## config.mk

```make
export PLATFORM = sky130hd
export DESIGN_NAME = pkt_tx_seq
export DESIGN_NICKNAME = d
export VERILOG_FILES = /design/src/rtl/pkt_tx_seq.sv
export SDC_FILE = /design/constraint.sdc
export NUM_CORES = 1
export LEC_CHECK = 0
export BUFFER_PORTS_ARGS = -buffer_cell sky130_fd_sc_hd__buf_2
export CAP_MARGIN = 10
export CORE_ASPECT_RATIO = 0.5
export CORE_MARGIN = 5
export CORE_UTILIZATION = 30
export CTS_CLUSTER_SIZE = 20
export DETAILED_ROUTE_END_ITERATION = 16
export SETUP_SLACK_MARGIN = 0.05
export SYNTH_ARGS = -nofsm -noshare
export SYNTH_HDL_FRONTEND = slang
export SYNTH_SLANG_ARGS = --single-unit
export TNS_END_PERCENT = 5
```

## constraint.sdc

```tcl
create_clock -name clk_axi -period 2.81 [get_ports clk_axi]
set_input_delay 0 -clock clk_axi [delete_from_list [all_inputs] [get_ports clk_axi]]
set_output_delay 0 -clock clk_axi [all_outputs]
set_load 0.01 [all_outputs]
```

## src/rtl/pkt_tx_seq.sv

```systemverilog
// Packet transmit sequencer: turns a beat stream into head/body/tail flit requests for a packet processor.
// Optional protocol checking (in_first inside a packet) is enabled by defining PKT_TX_SEQ_ERR_CHK_EN.

package pkt_tx_seq_pkg;
    localparam int FLIT_DATA_DEF = 32;
    localparam int PKT_WIDTH_DEF = 8;
    localparam int NUM_VC_DEF    = 2;
    localparam int VC_W_DEF      = (NUM_VC_DEF > 1) ? $clog2(NUM_VC_DEF) : 1;

    typedef struct packed {
        logic                     valid;
        logic                     req_new;
        logic                     req_last;
        logic [PKT_WIDTH_DEF-1:0] pkt_sz;
        logic [FLIT_DATA_DEF-1:0] flit_data;
        logic [VC_W_DEF-1:0]      vc_id;
    } s_pkt_out_req_t;

    typedef struct packed {
        logic ready;
    } s_pkt_out_resp_t;
endpackage

module pkt_tx_seq
    import pkt_tx_seq_pkg::*;
#(
    parameter int FLIT_DATA = FLIT_DATA_DEF,
    parameter int PKT_WIDTH = PKT_WIDTH_DEF,
    parameter int NUM_VC    = NUM_VC_DEF,
    localparam int VC_W     = (NUM_VC > 1) ? $clog2(NUM_VC) : 1
) (
    input  logic                 clk_axi,
    input  logic                 arst_axi,
    input  logic                 in_valid,
    output logic                 in_ready,
    input  logic [FLIT_DATA-1:0] in_data,
    input  logic                 in_first,
    input  logic [PKT_WIDTH-1:0] in_pkt_sz,
    input  logic [VC_W-1:0]      in_vc,
    output s_pkt_out_req_t       pkt_out_req,
    input  s_pkt_out_resp_t      pkt_out_resp,
    output logic                 seq_err
);

    typedef enum logic [0:0] {
        ST_IDLE = 1'b0,
        ST_BODY = 1'b1
    } state_t;

    localparam logic [PKT_WIDTH-1:0] SZ_ZERO = {PKT_WIDTH{1'b0}};
    localparam logic [PKT_WIDTH-1:0] SZ_ONE  = {{(PKT_WIDTH-1){1'b0}}, 1'b1};
    localparam logic [VC_W-1:0]      VC_ZERO = {VC_W{1'b0}};
    localparam s_pkt_out_req_t REQ_IDLE = '{
        valid:     1'b0,
        req_new:   1'b0,
        req_last:  1'b0,
        pkt_sz:    {PKT_WIDTH_DEF{1'b0}},
        flit_data: {FLIT_DATA_DEF{1'b0}},
        vc_id:     {VC_W_DEF{1'b0}}
    };

    state_t               state_r;
    state_t               state_nxt_s;
    logic [PKT_WIDTH-1:0] rem_r;
    logic [PKT_WIDTH-1:0] rem_nxt_s;
    logic [PKT_WIDTH-1:0] sz_r;
    logic [PKT_WIDTH-1:0] sz_nxt_s;
    logic [PKT_WIDTH-1:0] eff_sz_s;
    logic [VC_W-1:0]      vc_r;
    logic [VC_W-1:0]      vc_nxt_s;
    s_pkt_out_req_t       req_r;
    s_pkt_out_req_t       req_nxt_s;
    logic                 seq_err_r;
    logic                 seq_err_nxt_s;
    logic                 accept_s;
    logic                 restart_s;
    logic                 head_s;

    // The output stage frees up whenever it is empty or being drained this cycle.
    assign in_ready    = !req_r.valid || pkt_out_resp.ready;
    assign accept_s    = in_valid && in_ready;
    assign eff_sz_s    = (in_pkt_sz == SZ_ZERO) ? SZ_ONE : in_pkt_sz;
    assign pkt_out_req = req_r;
    assign seq_err     = seq_err_r;

`ifdef PKT_TX_SEQ_ERR_CHK_EN
    assign restart_s = (state_r == ST_BODY) && in_first;
`else
    logic unused_first_s;
    assign restart_s      = 1'b0;
    assign unused_first_s = in_first;
`endif

    // A truncating in_first is handled exactly like a head taken from IDLE.
    assign head_s = (state_r == ST_IDLE) || restart_s;

    // Next-state, remaining-flit counter and output-stage load/hold/drain.
    always_comb begin
        state_nxt_s   = state_r;
        rem_nxt_s     = rem_r;
        sz_nxt_s      = sz_r;
        vc_nxt_s      = vc_r;
        req_nxt_s     = req_r;
        seq_err_nxt_s = 1'b0;

        if (accept_s) begin
            req_nxt_s.valid     = 1'b1;
            req_nxt_s.flit_data = in_data;
            if (head_s) begin
                rem_nxt_s          = eff_sz_s - SZ_ONE;
                sz_nxt_s           = eff_sz_s;
                vc_nxt_s           = in_vc;
                req_nxt_s.req_new  = 1'b1;
                req_nxt_s.req_last = (eff_sz_s == SZ_ONE);
                req_nxt_s.pkt_sz   = eff_sz_s;
                req_nxt_s.vc_id    = in_vc;
                seq_err_nxt_s      = restart_s;
                if (eff_sz_s == SZ_ONE) begin
                    state_nxt_s = ST_IDLE;
                end else begin
                    state_nxt_s = ST_BODY;
                end
            end else begin
                rem_nxt_s          = rem_r - SZ_ONE;
                req_nxt_s.req_new  = 1'b0;
                req_nxt_s.req_last = (rem_r == SZ_ONE);
                req_nxt_s.pkt_sz   = sz_r;
                req_nxt_s.vc_id    = vc_r;
                if (rem_r == SZ_ONE) begin
                    state_nxt_s = ST_IDLE;
                end else begin
                    state_nxt_s = ST_BODY;
                end
            end
        end else if (pkt_out_resp.ready) begin
            req_nxt_s.valid = 1'b0;
        end else begin
            req_nxt_s = req_r;
        end
    end

    // State and output registers; reset discards any partial packet.
    always_ff @(posedge clk_axi or negedge arst_axi) begin
        if (!arst_axi) begin
            state_r   <= ST_IDLE;
            rem_r     <= SZ_ZERO;
            sz_r      <= SZ_ZERO;
            vc_r      <= VC_ZERO;
            req_r     <= REQ_IDLE;
            seq_err_r <= 1'b0;
        end else begin
            state_r   <= state_nxt_s;
            rem_r     <= rem_nxt_s;
            sz_r      <= sz_nxt_s;
            vc_r      <= vc_nxt_s;
            req_r     <= req_nxt_s;
            seq_err_r <= seq_err_nxt_s;
        end
    end

endmodule

```

==> metrics, run 1 <==
gr ovfl total 0; post-synthesis adder-cell area fraction 0.0180; most frequent cells in the layout nand2_1, buf_2, dfrtp_1, dlygate4sd3_1, o21ai_1; Worst path max stage delay 0.53 ns; number of gates resized after CTS 0; Synth Area in Compound Gates 0.0798; Crit path max-delay family buffers and inverters; Hold Crit Class primary input to flip-flop; DR DRC count 0; power per cell area a little under 700 nW/um2; Worst-Margin Slew around 0.66 ns; Initial Util 0.313; WHS Endpoint sz_r[6]; clock sink count between 60 and 70; Die Footprint 11,400 um2; Mapped Cells roughly 300; worst clock skew about 0.0034 ns; CTS Hold Bufs 38; GRT Overall Usage 0.123; Max VDD drop between 0.2 and 0.3 mV; Avg Cell Area, Syn 9.41 um2; period utilisation layout 0.675; status finished, final reports clean; Slew Limit Headroom 0.560; endpoint arrival time on the critical path roughly 2.1 ns; Die Wd 146 um; # port buffers 89; Worst Hold Depth 2; Layout Cells excl Fill ~540; fraction of layout cells with a size suffix above 1 0.274; final-stage net count between 400 and 500; clk_lat worst skew 0.32 ns; Die Height 78.0 um; H-Tree Depth 3; main combinational cell family by area after synthesis simple AND/OR/NAND/NOR gates; core area between 8000 and 9000 um2; worst-case reg-to-reg path depth 6; HPWL after DPL around 4.7 mm; crit-path cells dlygate4sd3_1, buf_2, nor4_2, a31oi_1, ha_1, nor3b_1, xor2_1, nor2_1, o21ai_1; Reg area roughly 1500 um2; Critical R2R Capture pkt_out_req[14]; # rows 24; total CTS buffers 9; # diodes 0; post-synthesis mux area share 0.0572; f_max 527 MHz; Simple-Gate Fraction of Synth Area 0.237; vias in the first global route approximately 2,300; YS warnings 0; Ports 92; drt pass-1 iters 4; leakage power 0.00205 uW; Setup crit start kind primary input; minimum clock period 1.90 ns; syn nets 345; Yosys reg bits between 60 and 70; Via-to-Cell Ratio 4.45; Fin. Hold Viols 0; CP bufs+invs 2; Worst R2R Setup Slack roughly 0.95 ns; initial DRC count just over 100; first-pass GRT wire length between 10 and 15 mm; area of the multi-input gates approximately 1100 um2; slowest CP cell dlygate4sd3_1; Clock transition at path regs 0.05 ns; Fillers 858; commonest non-fill, non-tap cell in the layout nand2_1; Area Growth Syn to Fin 42.9%; initial antenna violation count 0; Slew Limit Fails 0; Clock Path Buffers 2; RSZ-0062 raised after global routing no; critical path peak fanout 6; clk root buf clkbuf_16; Yosys cell types 46; DR WL/cell ~13 um; Cell Area, Synth 2780 um2; min-delay src in_pkt_sz[6]; ANT nets after route 0; via count between 2,000 and 2,500; CTS tree yes; WL final around 7 mm; Critical Path RT 3.01 ns; Post-Synth XOR/XNOR Area 0.00946; max_cap viols 0; post-route setup TNS 0 ns; crit path kind primary input to flip-flop; # setup viols final 0; Total Power 2730 uW; Setup crit end kind flip-flop; Post-CTS Setup Bufs 0; hold_ws between 0.01 and 0.015 ns; placed cell count 490; largest net degree at the start of global routing 33; Final Wtd Congestion roughly 0.78; R2R Path Start pkt_out_req[43]; sequential-to-total area share from yosys stat 0.550
## cell usage after synthesis, drive strengths merged
| cell | number | area share |
|---|---|---|
| nand3 | 2 | 0.0036 |
| a211oi | 1 | 0.0027 |
| a21o | 1 | 0.0027 |
| a2bb2oi | 1 | 0.0032 |
| o22a | 1 | 0.0032 |
| nor4 | 4 | 0.011 |
| nor2 | 8 | 0.017 |
| or4 | 1 | 0.0027 |
| nand2b | 2 | 0.0045 |
| or3 | 1 | 0.0023 |
| or2 | 1 | 0.0023 |
| buf | 13 | 0.031 |
| o211ai | 2 | 0.0054 |
| mux2i | 8 | 0.029 |
| nor2b | 2 | 0.0054 |
| xor2 | 3 | 0.0095 |
| clkbuf | 4 | 0.0054 |
| o21ai | 14 | 0.027 |
| a31oi | 5 | 0.011 |
| a22o | 1 | 0.0032 |
| and3 | 1 | 0.0023 |
| a2111oi | 1 | 0.0032 |
| nand4 | 1 | 0.0023 |
| nand2 | 118 | 0.16 |
| dfrtp | 61 | 0.55 |
| ha | 4 | 0.018 |
| nor3 | 5 | 0.011 |
| conb | 1 | 0.0014 |
| or4b | 1 | 0.0050 |
| mux2 | 7 | 0.028 |
| a21oi | 7 | 0.013 |
| inv | 8 | 0.011 |
| o21a | 1 | 0.0027 |
| nor3b | 1 | 0.0027 |
| and4 | 2 | 0.0063 |
| o31a | 1 | 0.0032 |
## logic make-up (layout without fill, tap and decap cells)
logic type | after synthesis | in the layout
mux | 15 | 15
other cells | 1 | 1
flops | 61 | 61
buf+inv | 25 | 157
compound gates | 36 | 36
fa+ha+maj | 4 | 4
simple gates | 150 | 150
xor+xnor | 3 | 3
## sequential cells by signal, summed over array words and instances (netlist names), named ones only
| name | cells |
|---|---|
| sz_r | 8 |
| rem_r | 8 |
| state_r | 1 |
| pkt_out_req | 43 |
## routing by layer
| layer | wire [um] | part of all wire | GRT usage |
|---|---|---|---|
| met5 | 0 | 0 | 0 |
| met4 | 85 | 0.012 | 0.0338 |
| met3 | 359 | 0.052 | 0.0472 |
| met2 | 3230 | 0.46 | 0.198 |
| met1 | 3280 | 0.47 | 0.158 |
## worst max path at each step
stage / startpoint / end / depth (start not counted)
final: in_pkt_sz[5] / rem_r[4] / 9
after global routing: in_pkt_sz[5] / pkt_out_req[41] / 9
after CTS: pkt_out_req[43] / pkt_out_req[22] / 6
after detailed placement: pkt_out_req[43] / pkt_out_req[6] / 6
after global placement: pkt_out_req[43] / pkt_out_req[1] / 6
after floorplan: rem_r[0] / rem_r[6] / 6
## final cells by class
cell class	instances	area share
inverters	8	0.00757
well taps	117	0.0369
clock inverters	1	0.00126
repair buffers	133	0.219
clock buffers	15	0.0675
flip-flops and latches	61	0.385
multi-input cells	209	0.283
## through the flow
| step | setup slack, ns | cell area (um2) | util |
|---|---|---|---|
| final | 0.913 | 3970 | 0.448 |
| after floorplan | 1.25 | 2780 | - |
| after detailed placement | 0.929 | 3320 | 0.374 |
| after global placement | 0.948 | 3320 | 0.374 |
| after global routing | 0.752 | 3970 | 0.448 |
| after CTS | 0.917 | 3970 | 0.448 |
## power by group
group / internal, uW / switching, uW / total [uW]
logic: 267 / 303 / 570
clock network: 643 / 356 / 1000
registers: 1050 / 112 / 1160
total: 1960 / 771 / 2730
(Power assumes the default switching activity.)
==> run 2, diff against run 1 <==
- clock period: 2.81 -> 1.58 ns (I/O delays scaled with it)
==> run 2 against run 1 <==
Compared with the run above:
- the run now ends with negative setup slack left
- sequential share of layout area fell by 1.6 points
- design area rose by 4.3%
- sequential power rose by 76%
- wire length rose by 2.3%
- combinational power rose by 110%
- critical path depth fell by 3
==> metrics, run 2 (synthesis gave the netlist of run 1 again) <==
Critical Path RT 1.78 ns (-1.23 ns); # diodes 0 (unchanged); Via-to-Cell Ratio 4.43 (-0.43%); fraction of layout cells with a size suffix above 1 0.317 (+0.0427); cell area after placement 3460 um2 (+4.3%); Die Footprint 11,400 um2 (unchanged); most frequent cells in the layout nand2_1, buf_2, dfrtp_1, dlygate4sd3_1, buf_4; gr ovfl total 0 (unchanged); clock sink count 61 (unchanged); crit path kind flip-flop to flip-flop; endpoint arrival time on the critical path 1.80 ns (-0.30 ns); Clock transition at path regs 0.05 ns (about the same); initial antenna violation count 0 (unchanged); Die Wd 146 um (unchanged); initial DRC count 99 (-2.9%); Layout Cells excl Fill 559 (+2.8%); met1 global-route usage 0.164 (+0.00667); leakage power 0.00213 uW (+4.2%); DR DRC count 0 (unchanged); Slew Limit Fails 0 (unchanged); drt pass-1 iters 4 (unchanged); Area Growth Syn to Fin 49.1%; via count 2,475 (+2.3%); # setup viols final 1 (+1); status finished with violations; clk_lat worst skew 0.33 ns (about the same); Max VDD drop 0.536 mV (+93%); met3 usage 0.0437 (-0.00345); HPWL after DPL 4.78 mm (+1.3%); clk root buf clkbuf_16; Clock Path Buffers 2 (unchanged); max reg flops 43 (unchanged); period utilisation layout 1.02; GRT Overall Usage 0.129 (+0.00584); Final Wtd Congestion 0.764 (-2.2%); max_cap viols 0 (unchanged); largest net degree at the start of global routing 62 (+88%); Final WS setup -0.0286 ns (-0.941 ns); Hold Crit Class primary input to flip-flop; ANT nets after route 0 (unchanged); final-stage net count 489 (+3.6%); vias in the first global route 2,453 (+5.7%); f_max 622 MHz; first-pass GRT wire length 12.0 mm (+5.7%); core area 8860 um2 (unchanged); critical path peak fanout 3 (-3); total CTS buffers 9 (unchanged); Initial Util 0.313 (unchanged); # rows 24 (unchanged); WL final 7.11 mm (+2.3%); failing checks negative setup slack; Setup crit end kind flip-flop; Ports 92 (unchanged); post-route cell area 4140 um2 (+4.3%); commonest non-fill, non-tap cell in the layout nand2_1; H-Tree Depth 3 (unchanged); Die Height 78.0 um (unchanged); placed cell count 506 (+3.3%); Fin. Hold Viols 0 (unchanged); worst clock skew 0.00914 ns (+0.00575 ns); DR WL/cell 12.7 um (-0.47%); met2 Use GR 0.211 (+0.0125); power per cell area 1170 nW/um2 (+71%); Setup crit start kind flip-flop; RSZ-0062 raised after global routing yes; Total Power 4860 uW (+78%); # port buffers 89 (unchanged); layer carrying the most global-route usage met2; CTS tree yes; minimum clock period between 1.5 and 2 ns
-- run 2: path summary, 6_finish.rpt --
kind	to	slack, ns	cells past startpoint	startpoint
max	rem_r[6]	-0.03	6	rem_r[0]
min	sz_r[3]	0.03	2	in_pkt_sz[3]
max reg2reg	rem_r[6]	-0.03	6	rem_r[0]
min reg2reg	pkt_out_req[10]	0.46	2	pkt_out_req[10]
max in group asynchronous	pkt_out_req[7]	1.08	3	arst_axi
min in group asynchronous	pkt_out_req[19]	0.23	3	arst_axi
-- run 2: report_power, final --
part	switching, uW	total, uW	leakage, uW	internal [uW]
sequential	182	2040	0.000732	1860
combinational	602	1170	0.00128	566
clock	614	1640	0.000125	1030
total	1400	4860	0.00213	3460
-- run 2: area by class of cell --
| class | count | area (um2) |
|---|---|---|
| well taps | 117 | 146 |
| multi-input cells | 209 | 1170 |
| fillers | 853 | 4720 |
| clock inverters | 3 | 15.0 |
| clock buffers | 11 | 233 |
| flip-flops and latches | 61 | 1530 |
| repair buffers | 150 | 1020 |
| inverters | 8 | 30.0 |
-- run 2: worst max-delay path, stage by stage (launching register included) --
cell and delay, ns:
dfrtp_1 0.38, inv_2 0.09, ha_4 0.14, or4b_4 0.48
buf_6 0.14, nor4_4 0.21, a211oi_2 0.05
-- run 2: timing repair --
action / CTS / global route
hold buffers: 38 / 0
endpoints found under the setup margin: 1 / 37
pin swaps: 0 / 4
resized for setup: 0 / 11
endpoints found under the hold margin: 97 / 0
setup buffers: 0 / 1
-- run 2: stage by stage --
step                      hold WS, ns  setup TNS (ns)   util  setup slack, ns
after CTS                     0.00819               0  0.461          0.00659
after floorplan                -0.296               0      -           0.0477
after global placement         0.0400               0  0.390           0.0407
after detailed placement       0.0379               0  0.390           0.0196
after global routing           0.0338          -0.109  0.467           -0.107
final                          0.0286         -0.0286  0.467          -0.0286
-- run 2: routing by layer --
metal | wire (um) | part of all wire
met5 | 0 | 0
met4 | 48 | 0.0067
met3 | 261 | 0.037
met2 | 3390 | 0.48
met1 | 3410 | 0.48
==> run 3, diff against run 2 <==
- CELL_PAD_IN_SITES_DETAIL_PLACEMENT: unset -> 1
- CELL_PAD_IN_SITES_GLOBAL_PLACEMENT: unset -> 1
- PLACE_DENSITY_LB_ADDON: unset -> 0.1
==> run 3 against run 2 <==
Compared with the run above:
- core utilization rose by 0.75 points
- the flow now finishes without violations
- via count rose by 4.0%
- sequential share of layout area fell by 0.58 points
- largest cell class unchanged
- highest routed layer unchanged
==> metrics, run 3 (synthesis gave the netlist of run 1 again) <==
# setup viols final 0 (-1); WL final 8.16 mm (+15%); HPWL after DPL 5.60 mm (+17%); period utilisation layout 0.991 (-0.0271); # rows 24 (unchanged); post-route setup TNS 0 ns (+0.0286 ns); CP bufs+invs 2 (unchanged); core area 8860 um2 (unchanged); final-stage net count 488 (-0.20%); final core occ 0.475 (+0.00749); max_cap viols 0 (unchanged); drt pass-1 iters 4 (unchanged); Sw Pwr 1490 uW (+6.5%); critical path peak fanout 2 (-1); Slew Limit Headroom 0.667; Clock transition at path regs 0.05 ns (about the same); commonest non-fill, non-tap cell in the layout nand2_1; Fin. Hold Viols 0 (unchanged); first-pass GRT wire length 14.0 mm (+17%); RSZ-0062 raised after global routing yes; Die Footprint 11,400 um2 (unchanged); Setup crit start kind flip-flop; cell area after placement 3450 um2 (about the same); crit-path cells inv_2, ha_4, or4b_4, buf_4, nor4_2, a211oi_2; Via-to-Cell Ratio 4.59 (+3.8%); worst clock skew 0.00497 ns (-0.00417 ns); via count 2,573 (+4.0%); Power Internal 3890 uW (+12%); vias in the first global route 2,850 (+16%); Crit path max-delay family simple AND/OR/NAND/NOR gates; Slew Limit Fails 0 (unchanged); total CTS buffers 9 (unchanged); worst-case reg-to-reg path depth 6 (unchanged); most frequent cells in the layout nand2_1, buf_2, dfrtp_1, dlygate4sd3_1, buf_4; Area Growth Syn to Fin 51.5%; post-route cell area 4210 um2 (+1.6%); GRT Overall Usage 0.152 (+0.0229); Final Wtd Congestion 0.709 (-7.2%); DR DRC count 0 (unchanged); initial DRC count 59 (-40%); endpoint arrival time on the critical path 1.77 ns (-0.03 ns); Hold Crit Class primary input to flip-flop; leakage power 0.00217 uW (+1.6%); crit path kind flip-flop to flip-flop; Comb power frac 0.220 (-0.021); WHS Endpoint sz_r[3]; Ports 92 (unchanged); clock sink count 61 (unchanged); gr ovfl total 0 (unchanged); Clock Path Buffers 2 (unchanged); R2R Path Start rem_r[0]; Crit. path cell count 6 (unchanged); # diodes 0 (unchanged); Critical R2R Capture rem_r[6]; # port buffers 89 (unchanged); Die Wd 146 um (unchanged); minimum clock period 1.57 ns (-0.0428 ns); Setup crit end kind flip-flop; Worst R2R Setup Slack 0.01 ns (+0.04 ns); Sw Ratio 0.277 (-0.0110); max reg flops 43 (unchanged); min-delay src in_pkt_sz[3]; fraction of layout cells with a size suffix above 1 0.321 (+0.00380); power per cell area 1280 nW/um2 (+9.0%); Clock power frac 0.396 (+0.057); ANT nets after route 0 (unchanged); Critical Path RT 1.78 ns (about the same); DR WL/cell 14.6 um (+14%); Die Height 78.0 um (unchanged); Worst-Margin Slew roughly 0.5 ns; Seq pwr share 0.384 (-0.037); clk root buf clkbuf_16; Fillers 1,034 (+21%); Worst path max stage delay 0.46 ns (-0.02 ns); largest net degree at the start of global routing 45 (-27%); Worst Hold Depth 2 (unchanged); slowest CP cell or4b_4; H-Tree Depth 3 (unchanged); initial antenna violation count 0 (unchanged); Initial Util 0.313 (unchanged); CTS tree yes; Max VDD drop 0.556 mV (+3.7%); f_max 639 MHz (+2.7%); status finished, final reports clean; clk_lat worst skew 0.33 ns (about the same)
==> run 3: per-layer routing <==
metal / vias up / track usage / wire length, um
met5: - / 0 / 0
met4: 0 / 0.0450 / 107
met3: 10 / 0.0627 / 581
met2: 65 / 0.257 / 3820
met1: 1247 / 0.181 / 3650
li1: 1251 / - / -
==> run 3: layout make-up <==
cell class | count | area, um2 | area share
sequential | 61 | 1530 | 0.363
timing repair buffer | 149 | 1020 | 0.242
inverter | 8 | 30.0 | 0.00714
clock buffer | 12 | 256 | 0.0610
multi-input combinational | 209 | 1160 | 0.275
tap | 117 | 146 | 0.0348
clock inverter | 4 | 70.1 | 0.0167
==> run 3: power groups by stage <==
stage	sequential, uW	combinational [uW]	clock (uW)
after floorplan	2130	523	0
after global placement	2060	1050	0
after detailed placement	2080	1090	0
after CTS	2060	1190	2200
after global routing	2110	1330	2270
final	2060	1180	2130
==> run 3: how the worst max path moves through the flow <==
stage                             from  slack, ns        to
after floorplan               rem_r[0]       0.05  rem_r[6]
after global placement    in_pkt_sz[5]      -0.15  rem_r[3]
after detailed placement  in_pkt_sz[5]      -0.13  rem_r[3]
after CTS                     rem_r[0]      0.005  rem_r[6]
after global routing          rem_r[0]      -0.02  rem_r[6]
final                         rem_r[0]       0.01  rem_r[6]
==> run 3: stage by stage <==
stage	setup WS, ns	hold WS [ns]	std cells	power, uW
global route	-0.0219	0.0388	560	5710
finish	0.0142	0.0284	560	5380
global placement	-0.147	-0.0407	504	3110
CTS	0.00548	0.0182	560	5450
detailed placement	-0.131	-0.0264	504	3160
floorplan	0.0477	-0.296	295	2650
==> run 3: worst reg2reg max path, stage by stage (launching register included) <==
cell and delay (ns):
dfrtp_1 0.39, inv_2 0.09, ha_4 0.13, or4b_4 0.46, buf_4 0.16, nor4_2 0.16, a211oi_2 0.05
==> run 3: timing repair <==
item,CTS,global route
endpoints found under the hold margin,53,0
resized for setup,6,2
hold buffers,38,0
setup buffers,2,0
pin swaps,5,1
cloned,0,0
setup endpoints to repair,2,40
